## src/rtl/instr_fetch_unit.sv

```systemverilog
// Fetch stage: owns the program counter, drives the instruction memory and
// registers the fetched word into IF/ID, with stall/flush/redirect handling.
module instr_fetch_unit #(
    parameter logic [31:0] RESET_PC  = 32'h0000_0000,
    parameter int unsigned MEM_BYTES = 64,
    parameter int unsigned CNT_W     = 16
) (
    input  logic             clk,
    input  logic             reset,
    input  logic             stall,
    input  logic             flush,
    input  logic             branch_taken,
    input  logic [31:0]      branch_target,
    input  logic             jump,
    input  logic [31:0]      jump_target,
    input  logic [31:0]      instr_code,
    output logic [31:0]      pc,
    output logic [31:0]      if_id_instr,
    output logic [31:0]      if_id_pc4,
    output logic             if_id_valid,
    output logic             fault,
    output logic [31:0]      fault_pc,
    output logic [CNT_W-1:0] fetch_count
);

    localparam logic [31:0] MemLimit = 32'(MEM_BYTES);
    localparam logic [31:0] LastWord = 32'(MEM_BYTES - 4);

    typedef enum logic [1:0] {StBoot, StRun, StFault} state_e;

    state_e           state_q, state_d;
    logic [31:0]      pc_q, pc_d;
    logic [31:0]      instr_q, instr_d;
    logic [31:0]      pc4_q, pc4_d;
    logic             valid_q, valid_d;
    logic             fault_q, fault_d;
    logic [31:0]      fault_pc_q, fault_pc_d;
    logic [CNT_W-1:0] cnt_q, cnt_d;

    logic        redirect;
    logic [31:0] target;
    logic        target_ok;
    logic [31:0] pc_plus4;
    logic [31:0] pc_seq;

    assign redirect  = jump | branch_taken;
    assign target    = jump ? jump_target : branch_target;
    assign target_ok = (target[1:0] == 2'b00) && (target <= LastWord);
    assign pc_plus4  = pc_q + 32'd4;
    assign pc_seq    = (pc_plus4 >= MemLimit) ? 32'd0 : pc_plus4;

    always_comb begin
        state_d    = state_q;
        pc_d       = pc_q;
        instr_d    = instr_q;
        pc4_d      = pc4_q;
        valid_d    = valid_q;
        fault_d    = fault_q;
        fault_pc_d = fault_pc_q;
        cnt_d      = cnt_q;

        unique case (state_q)
            StBoot: begin
                // One settle cycle for the memory image; controls ignored.
                state_d = StRun;
            end
            StRun: begin
                if (redirect) begin
                    // Wrong-path word is discarded on any redirect.
                    instr_d = 32'd0;
                    pc4_d   = 32'd0;
                    valid_d = 1'b0;
                    if (target_ok) begin
                        pc_d = target;
                    end else begin
                        state_d    = StFault;
                        fault_d    = 1'b1;
                        fault_pc_d = target;
                    end
                end else if (stall) begin
                    if (flush) begin
                        instr_d = 32'd0;
                        pc4_d   = 32'd0;
                        valid_d = 1'b0;
                    end
                end else begin
                    pc_d = pc_seq;
                    if (flush) begin
                        instr_d = 32'd0;
                        pc4_d   = 32'd0;
                        valid_d = 1'b0;
                    end else begin
                        instr_d = instr_code;
                        pc4_d   = pc_plus4;
                        valid_d = 1'b1;
                        cnt_d   = cnt_q + CNT_W'(1);
                    end
                end
            end
            StFault: begin
                // Parked until reset.
            end
            default: state_d = StFault;
        endcase
    end

    always_ff @(posedge clk) begin
        if (reset) begin
            state_q    <= StBoot;
            pc_q       <= RESET_PC;
            instr_q    <= 32'd0;
            pc4_q      <= 32'd0;
            valid_q    <= 1'b0;
            fault_q    <= 1'b0;
            fault_pc_q <= 32'd0;
            cnt_q      <= '0;
        end else begin
            state_q    <= state_d;
            pc_q       <= pc_d;
            instr_q    <= instr_d;
            pc4_q      <= pc4_d;
            valid_q    <= valid_d;
            fault_q    <= fault_d;
            fault_pc_q <= fault_pc_d;
            cnt_q      <= cnt_d;
        end
    end

    assign pc          = pc_q;
    assign if_id_instr = instr_q;
    assign if_id_pc4   = pc4_q;
    assign if_id_valid = valid_q;
    assign fault       = fault_q;
    assign fault_pc    = fault_pc_q;
    assign fetch_count = cnt_q;

endmodule

```

## config.mk

```make
export PLATFORM = sky130hd
export DESIGN_NAME = instr_fetch_unit
export DESIGN_NICKNAME = d
export VERILOG_FILES = /design/src/rtl/instr_fetch_unit.sv
export SDC_FILE = /design/constraint.sdc
export NUM_CORES = 1
export LEC_CHECK = 0
export CAP_MARGIN = 20
export CORE_ASPECT_RATIO = 1.5
export CORE_MARGIN = 2
export CORE_UTILIZATION = 25
export DETAILED_ROUTE_END_ITERATION = 12
export PLACE_DENSITY = 0.5
export SLEW_MARGIN = 15
export SYNTH_ARGS = -nofsm -noshare
export SYNTH_HDL_FRONTEND = slang
export SYNTH_SLANG_ARGS = --single-unit
```

## constraint.sdc

```tcl
create_clock -name clk -period 4.1 [get_ports clk]
set_clock_uncertainty 0.1 [all_clocks]
set_input_delay 0.41 -clock clk [delete_from_list [all_inputs] [get_ports clk]]
set_output_delay 0.41 -clock clk [all_outputs]
set_load 0.1 [all_outputs]
```

==> results of run 1 <==
-- per-layer routing --
layer  vias to the layer above  GRT usage (%)  share of wire (%)
met4                         0           6.97                2.7
met1                      2770           17.9                 38
met3                        34           5.28                6.7
met5                         -              0                  0
li1                       2992              -                  -
met2                       208           30.8                 53
-- cells in the mapped netlist (4+ instances only) --
| library cell | number |
|---|---|
| and2_1 | 26 |
| dfxtp_1 | 148 |
| or4_1 | 4 |
| a22oi_1 | 61 |
| buf_2 | 6 |
| nand2_1 | 26 |
| a21oi_1 | 18 |
| xnor2_1 | 20 |
| mux2i_1 | 32 |
| nand4_1 | 13 |
| nor4_1 | 21 |
| a211oi_1 | 32 |
| xor2_1 | 21 |
| nand3_1 | 17 |
| a221oi_1 | 4 |
| nor2b_1 | 4 |
| nor3_1 | 13 |
| and4_1 | 4 |
| clkbuf_1 | 41 |
| o21ai_0 | 9 |
| nor2_1 | 126 |
| buf_1 | 6 |
| or3_1 | 7 |
| and3_1 | 10 |
-- per-stage QoR --
stage	utilization, %	total power [W]
finish	39.0	0.00383
global route	39.0	0.00398
CTS	39.0	0.00389
detailed placement	36.4	0.00217
global placement	36.4	0.00217
floorplan	-	0.00193
-- final cells by class --
cell class                 instances  area share (%)
sequential                       148            30.5
tap                              328            4.22
multi-input combinational        500            32.4
timing repair buffer             256            26.3
clock buffer                      20            4.70
inverter                           3           0.116
clock inverter                    12            1.83
-- power by group --
part,internal [W],switching (W)
combinational,0.000205,0.000431
sequential,0.00148,0.0000235
clock,0.00105,0.000648
total,0.00273,0.00110
-- worst paths after layout --
path / from / end / slack [ns] / cells after the start
worst max-delay path: pc[2] / pc[5] / 0.80 / 9
worst min-delay path: if_id_pc4[20] / if_id_pc4[20] / 0.36 / 2
worst max register to register: pc[2] / pc[5] / 0.80 / 9
worst min register to register: if_id_pc4[20] / if_id_pc4[20] / 0.36 / 2
-- critical path: cells and delay by family, from the launching register on --
kind            cells  cell delay [ns]
simple gates        4             1.50
compound gates      4             0.86
flops               1             0.45
fa+ha+maj           1             0.30
-- logic make-up after synthesis --
group                    after synthesis
AO/OA/AOI/OAI                        142
XOR/XNOR                              41
adder cells (fa/ha/maj)                2
buffers and inverters                 59
flip-flops                           148
multiplexers                          32
AND/OR/NAND/NOR                      283
-- sequential cells by signal, indices dropped and copies added, names as in the netlist --
signal / cells
fetch_count: 16
if_id_instr: 32
if_id_pc4: 32
state_q: 2
if_id_valid: 1
fault: 1
pc: 32
fault_pc: 32
==> impl_results.md, run 1 <==
- Post-Syn Nets: slightly above 800
- Post-synth EDFFs: 0
- RSZ-0062 raised after global routing: no
- Final hold violation count: 0
- Antenna Cells: 0
- Global-route wire length before repair: around 34 mm
- Number of nets with antenna violations after routing: 0
- Critical Path AT: approximately 3.5 ns
- Initial antenna violation count: 0
- Vias in the first global route: about 6000
- Crit end category: flip-flop
- Global Route Usage Sum: between 15 and 20%
- Maximum clock frequency: between 300 and 400 MHz
- Most common cell after layout, fill and taps aside: clkdlybuf4s50_1
- Mean Syn Cell Area: around 9 um2
- Clock-pin slew on the worst setup and hold paths: 0.06 ns
- Initial drt markers: between 200 and 250
- Crit Path Category: flip-flop to flip-flop
- CORE AREA: ~0.025 mm2
- Ys async rst share: 0%
- Max Cap Violations: 0
- Clk sinks: around 150
- Crit path cell chain: ha_1, nand3_1, or4_4, o31ai_1, o211ai_1, nor4_1, and3_1, a222oi_1, o32ai_1
- Die height: a little under 200 um
- Vias per std cell: 4.74
- P&R area growth vs syn: 53.6%
- GRT overflow: 0
- Top cells by area, synth: dfxtp_1 47%, nor2_1 7.5%, a22oi_1 7.2%, mux2i_1 5.1%, a211oi_1 3.8%
- Final setup viols: 0
- Post-Synth Adder-Cell Area: less than 1%
- CP max-delay cell: or4_4
- Pre-antenna DRT Iters: 4
- Synthesis warning total: 0
- CTS tree: yes
- Via count: around 6000
- Combinational family with the most area after synthesis: simple AND/OR/NAND/NOR gates
- DIE WIDTH: 134 um
- Worst Max-Slew Pin Slew: around 1.1 ns
- Post-Place Cells: 1235
- Worst setup margin: 0.798 ns
- CTS Hold Bufs: 0
- Routed len/inst: between 15 and 20 um
- Synthesized area: approximately 0.0063 mm2
- Crit share post-route: just over 80%
- Min Hold Slack: 0.355 ns
- Max Slew Vio Count: 0
- HPWL after DPL: about 17 mm
- PD cells: between 300 and 400 mW/mm2
- CTS Buffer Depth: 2
- Area fraction of the dominant cell type after synthesis: about 47%
- Post-synthesis mux area share: under 10%
- Post-synthesis compound-gate area fraction: roughly 16%
- Core Rows: just over 70
- Most frequent cells in the layout: 245 x clkdlybuf4s50_1, 148 x dfxtp_1, 126 x nor2_1, 61 x a22oi_1
- Max VDD drop: approximately 0.29 mV
- Max stage delay on crit path: 0.56 ns
- Synth area leader: dfxtp_1
- Die ar.: 0.0266 mm2
- Xor/xnor cell area share of the yosys netlist: under 10%
- CP Data Required Time: 4.34 ns
- Area after DPL: approximately 0.0091 mm2
- I/O Pins: between 200 and 250
- Footprint of the multi-input gates: roughly 0.0032 mm2
- Fillers: 2580
- Worst-Skew Late Latency: approximately 0.43 ns
- GPL Wtd Cong: 0.851
- TNS Setup: 0 ns
- FF/Latch Area: ~0.003 mm2
- Mapped Cells: 707
- Total CTS buffers: 17
- Placement Setup Slack: around 0.80 ns
- Remaining DRCs: 0
- Largest net degree at the start of global routing: between 80 and 90
- Port-buffer cells: around 250
- Synth Register Bits: roughly 150
- CP max FO: 9
- Min Tclk post-route: roughly 3.3 ns
- Post-CTS Setup Repair Bufs: 0
- Fin nets: 1030
- Sequential area share after synthesis: about 47%
- Synth cell types: 47
- Rel. slew slack: between 20% and 30%
- Finished Layout Cells: 1267
- Outcome: complete, no violations
- Final Cell Area: ~0.0097 mm2
- Leak pwr: between 3 and 4 nW
- Clk Tree Root Cell: clkbuf_16
- Worst min path class: flip-flop to flip-flop
- Share of layout cells above drive strength 1: 5.54%
- Top_reg_cell synth: dfxtp_1
- H-tree level count: 4
- Startpoint types: flip-flop
- Initial Util: about 25%
- Post-synthesis simple-gate area fraction: between 20% and 30%
- Final WL: 22.5 mm
- Resized Gates After CTS: 0
No activity file was read; power rests on OpenSTA's default activity.
==> run 2: changes to the inputs <==
==> constraint.sdc (replaced) <==
create_clock -name clk -period 3.2 [get_ports clk]
set_clock_uncertainty 0.1 [all_clocks]
set_input_delay 0.32 -clock clk [delete_from_list [all_inputs] [get_ports clk]]
set_output_delay 0.32 -clock clk [all_outputs]
set_load 0.1 [all_outputs]
==> run 2 against run 1 <==
  * Die area unchanged
  * Routed wire length is 0.12% lower
  * Worst hold slack lost 0.29 ns
  * Design area is 0.99% lower
  * Sequential share of layout area up 0.80 points
  * Combinational power grew 28%
  * Non-clock buffer count up 9
  * Setup slack got worse by 0.62 ns
  * Clock power rose by 19%
  * Global-route usage increased by 0.12 points
  * Power increased by 24%
  * Largest cell class unchanged
==> impl_results.md, run 2 (same netlist as run 1, synthesis figures left out) <==
- Outcome: complete, no violations
- Area after DPL: approximately 0.0090 mm2
- Crit share post-route: between 90% and 100%
- HPWL after DPL: ~17 mm
- Routed len/inst: ~18 um
- Initial Util: 25.4%
- Worst min path class: primary input to flip-flop
- Footprint of the multi-input gates: between 0.003 and 0.004 mm2
- Comb power frac: 17.1%
- Critical Path AT: ~3.2 ns
- Max Slew Vio Count: 0
- P&R area growth vs syn: 52.1%
- Total CTS buffers: 17
- DIE WIDTH: about 130 um
- Die height: about 200 um
- Antenna Cells: 0
- Clock-pin slew on the worst setup and hold paths: roughly 0.060 ns
- Clock share of power: a little over two fifths
- Pre-antenna DRT Iters: 5
- Global Route Usage Sum: 17.0%
- Min Tclk post-route: roughly 3.0 ns
- CTS Hold Bufs: 0
- Crit end category: flip-flop
- Remaining DRCs: 0
- H-tree level count: 4
- CTS tree: yes
- Post-layout util: between 30% and 40%
- Maximum clock frequency: roughly 330 MHz
- Worst reg2reg path depth: 8
- Clk Tree Root Cell: clkbuf_16
- Final hold violation count: 0
- RSZ-0062 raised after global routing: no
- Initial drt markers: between 300 and 400
- Initial antenna violation count: 0
- R2R Path End: pc[5]
- Via count: 6013
- Die ar.: around 0.027 mm2
- Worst Max-Slew Pin Slew: slightly above 1 ns
- Share of layout cells above drive strength 1: between 15 and 20%
- Internal: 0.00340 W
- CP Data Required Time: about 3.4 ns
- Max VDD drop: about 0.36 mV
- PD cells: about 490 mW/mm2
- Final Cell Area: 0.00963 mm2
- CP max FO: 8
- R2R Setup Slk: between 0.15 and 0.2 ns
- Vias in the first global route: 5914
- Worst Hold Launch: reset
- Sw Share: between 20% and 30%
- Switching pwr: between 0.001 and 0.0015 W
- Worst setup margin: 0.177 ns
- CORE AREA: approximately 0.025 mm2
- Vias per std cell: about 4.7
- I/O Pins: approximately 250
- Core Rows: 71
- Hold worst-path end: pc[4]
- GRT overflow: 0
- Number of nets with antenna violations after routing: 0
- Leak pwr: between 3 and 4 nW
- Final setup viols: 0
- Clk sinks: around 150
- WHS Path Cells: 2
- Crit Path Category: flip-flop to flip-flop
- Worst-Skew Late Latency: 0.43 ns
- TNS Setup: 0 ns
- Final WL: roughly 22 mm
- Rel. slew slack: 32.3%
- Fillers: between 2000 and 3000
- Startpoint types: flip-flop
- Port-buffer cells: ~250
- FF/Latch Area: 0.00301 mm2
- Fin nets: roughly 1000
- Max Cap Violations: 0
- Most common cell after layout, fill and taps aside: clkdlybuf4s50_1
- RR Startpoint: pc[5]
- GPL Wtd Cong: 0.818
- Power share of the sequential group: between 40% and 50%
- Largest net degree at the start of global routing: between 60 and 70
- Most frequent cells in the layout: 166 x clkdlybuf4s50_1, 128 x dfxtp_1, 126 x nor2_1, 94 x buf_4, 61 x a22oi_1
- Global-route wire length before repair: 34.3 mm
- Placement Setup Slack: between 0.2 and 0.25 ns
- CTS Buffer Depth: 2
[run 2: cell types whose count changed in the layout (fill, tap and decap cells not counted), sizes merged]
cell	delta
clkbuf	+3
inv	+1
clkdlybuf4s50	-79
bufinv	-2
clkinvlp	-3
buf	+88
[run 2: how the worst max path moves through the flow]
stage / startpoint / endpoint / slack, ns / cells past startpoint
after floorplan: pc[14] / pc[5] / 0.002 / 10
after global placement: pc[5] / pc[5] / 0.27 / 8
after detailed placement: pc[5] / pc[5] / 0.23 / 8
after CTS: pc[5] / pc[5] / 0.17 / 8
after global routing: pc[14] / pc[5] / 0.01 / 8
final: pc[5] / pc[5] / 0.18 / 8
[run 2: cell type report]
cell class,instances,area share [%]
Clock inverter,8,0.987
Inverter,3,0.117
Clock buffer,23,5.18
Sequential cell,148,31.3
Tap cell,328,4.26
Timing Repair Buffer,265,25.5
Multi-Input combinational cell,500,32.7
[run 2: repair_timing]
item / in CTS / in global routing
setup buffers: 0 / 0
gates resized for setup: 0 / 1
endpoints found under the setup margin: 0 / 3
[run 2: per-stage QoR]
step           std cells  hold WS [ns]  total power [W]
2_1_floorplan        707         0.335          0.00246
5_1_grt             1275        0.0718          0.00497
4_1_cts             1275        0.0487          0.00484
6_report            1275        0.0688          0.00476
3_3_place_gp        1244         0.341          0.00278
3_5_place_dp        1244         0.345          0.00278
[run 2: power groups by stage]
stage	Sequential [W]	Combinational, W	Clock, W
CTS	0.00191	0.000824	0.00210
global route	0.00192	0.000859	0.00219
finish	0.00191	0.000814	0.00203
detailed placement	0.00195	0.000822	0
global placement	0.00195	0.000826	0
floorplan	0.00228	0.000186	0
[run 2: per-layer routing]
metal  vias up  wire length [um]  track usage [%]
li1       3011                 -                -
met1      2774              8520             18.2
met2       195             12000             30.9
met3        33              1280             4.64
met4         0               722             8.04
met5         -                 0                0
[run 2: critical path, stage by stage (launching register included)]
cell,delay [ns]
dfxtp_2,0.42
nand4_2,0.24
or4_1,0.67
or4_1,0.53
o211ai_1,0.11
nor4_1,0.07
and3_2,0.28
a222oi_1,0.36
o32ai_1,0.12
==> run 3: changes to the inputs <==
--- a/config.mk
+++ b/config.mk
@@ -5,9 +5,8 @@
 export SDC_FILE = /design/constraint.sdc
 export NUM_CORES = 1
 export LEC_CHECK = 0
-export CAP_MARGIN = 20
 export CORE_ASPECT_RATIO = 1.5
-export CORE_MARGIN = 2
+export CORE_MARGIN = 4
 export CORE_UTILIZATION = 25
 export DETAILED_ROUTE_END_ITERATION = 12
 export PLACE_DENSITY = 0.5
==> run 3 against run 2 <==
  * Via count is 0.98% higher
  * First-iteration DRC count is 12% lower
  * Power is 0.48% higher
==> impl_results.md, run 3 (same netlist as run 1, synthesis figures left out) <==
- R2R Setup Slk: ~0.20 ns
- Fillers: 2562
- Routed len/inst: 17.9 um
- Max Slew Vio Count: 0
- I/O Pins: around 250
- Final setup viols: 0
- Leak pwr: roughly 3.7 nW
- CTS Hold Bufs: 0
- Clk sinks: 148
- Most frequent cells in the layout: 164 x clkdlybuf4s50_1, 128 x dfxtp_1, 126 x nor2_1, 98 x buf_4, 61 x a22oi_1
- Max VDD drop: approximately 0.39 mV
- Min Tclk post-route: around 3.0 ns
- H-tree level count: 4
- Initial Util: 25.3%
- RSZ-0062 raised after global routing: no
- CP max FO: 8
- Final hold violation count: 0
- PD cells: 496 mW/mm2
- HPWL after DPL: 17.3 mm
- CTS tree: yes
- Startpoint types: flip-flop
- Remaining DRCs: 0
- Crit share post-route: between 90% and 100%
- Core Rows: 71
- Share of layout cells above drive strength 1: between 15 and 20%
- Initial antenna violation count: 0
- DIE WIDTH: between 100 and 150 um
- Number of nets with antenna violations after routing: 0
- CP Launch Point: pc[5]
- Vias per std cell: approximately 4.8
- GRT overflow: 0
- Die ar.: 0.0280 mm2
- Port-buffer cells: roughly 250
- Worst reg2reg path depth: 8
- P&R area growth vs syn: 52.3%
- R2R Path End: pc[5]
- TNS Setup: 0 ns
- RR Startpoint: pc[5]
- Pre-antenna DRT Iters: 5
- Most common cell after layout, fill and taps aside: clkdlybuf4s50_1
- Worst Max-Slew Pin Slew: between 1 and 1.5 ns
- Vias in the first global route: roughly 6000
- Resized Gates After CTS: 0
- Total CTS buffers: 17
- WHS Path Cells: 3
- Crit Path Category: flip-flop to flip-flop
- Pwr Total: around 0.0048 W
- Hold worst-path end: fault_pc[2]
- Worst min path class: primary input to flip-flop
- Via count: ~6100
- Global-route wire length before repair: between 30 and 40 mm
- Largest net degree at the start of global routing: 66
- GPL Wtd Cong: roughly 0.8
- Post-CTS Setup Repair Bufs: 0
- Crit end category: flip-flop
- Critical Path AT: about 3.2 ns
- Fin nets: approximately 1000
- Rel. slew slack: approximately 33%
- Outcome: complete, no violations
- CTS Buffer Depth: 2
- Clock-pin slew on the worst setup and hold paths: 0.06 ns
- Worst Hold Launch: jump
- Clk Tree Root Cell: clkbuf_16
- CORE AREA: between 0.02 and 0.03 mm2
- Die height: 203 um
- CP Data Required Time: 3.38 ns
- Final WL: around 23 mm
- Maximum clock frequency: about 330 MHz
- Max Cap Violations: 0
- Antenna Cells: 0
- Global Route Usage Sum: around 16%
- Worst-Skew Late Latency: around 0.42 ns
- Initial drt markers: 300
run 3: layout make-up:
class / count / area [um2] / area share (%)
inverters: 3 / 11.3 / 0.117
flip-flops and latches: 148 / 3010 / 31.2
well taps: 328 / 410 / 4.26
clock inverters: 6 / 58.8 / 0.610
multi-input cells: 500 / 3160 / 32.7
clock buffers: 26 / 553 / 5.74
repair buffers: 266 / 2440 / 25.3
run 3: report_power, final:
part / switching (W) / internal (W) / total, W
logic: 0.000551 / 0.000262 / 0.000814
clock network: 0.000788 / 0.00127 / 0.00206
registers: 0.0000288 / 0.00189 / 0.00191
run 3: worst max path at each step:
stage	slack, ns	to	cells past startpoint
final	0.20	pc[5]	8
after global routing	0.007	pc[5]	8
after CTS	0.19	pc[5]	8
after detailed placement	0.22	pc[5]	8
after global placement	0.27	pc[5]	8
after floorplan	0.002	pc[5]	10
run 3: critical path, cell delays in order, from the launching register on:
cell,delay (ns)
dfxtp_2,0.41
nand4_2,0.24
or4_1,0.67
or4_1,0.53
o211ai_1,0.11
nor4_1,0.07
and3_1,0.28
a222oi_1,0.33
o32ai_1,0.11
run 3: layer usage:
layer / track usage (%) / vias up / share of wire (%)
met1: 17.7 / 2846 / 38
met5: 0 / - / 0
met4: 5.54 / 0 / 1.9
met2: 29.7 / 193 / 54
li1: - / 3009 / -
met3: 4.59 / 24 / 6.5
run 3: stage by stage:
stage	worst slack, ns	cells	hold slack (ns)	util [%]	area, um2
5_1_grt	0.00674	1277	0.330	38.5	9640
6_report	0.202	1277	0.311	38.5	9640
2_1_floorplan	0.00210	707	0.335	-	6380
4_1_cts	0.195	1277	0.299	38.5	9640
3_5_place_dp	0.217	1245	0.354	36.0	9020
3_3_place_gp	0.274	1245	0.345	36.0	9020
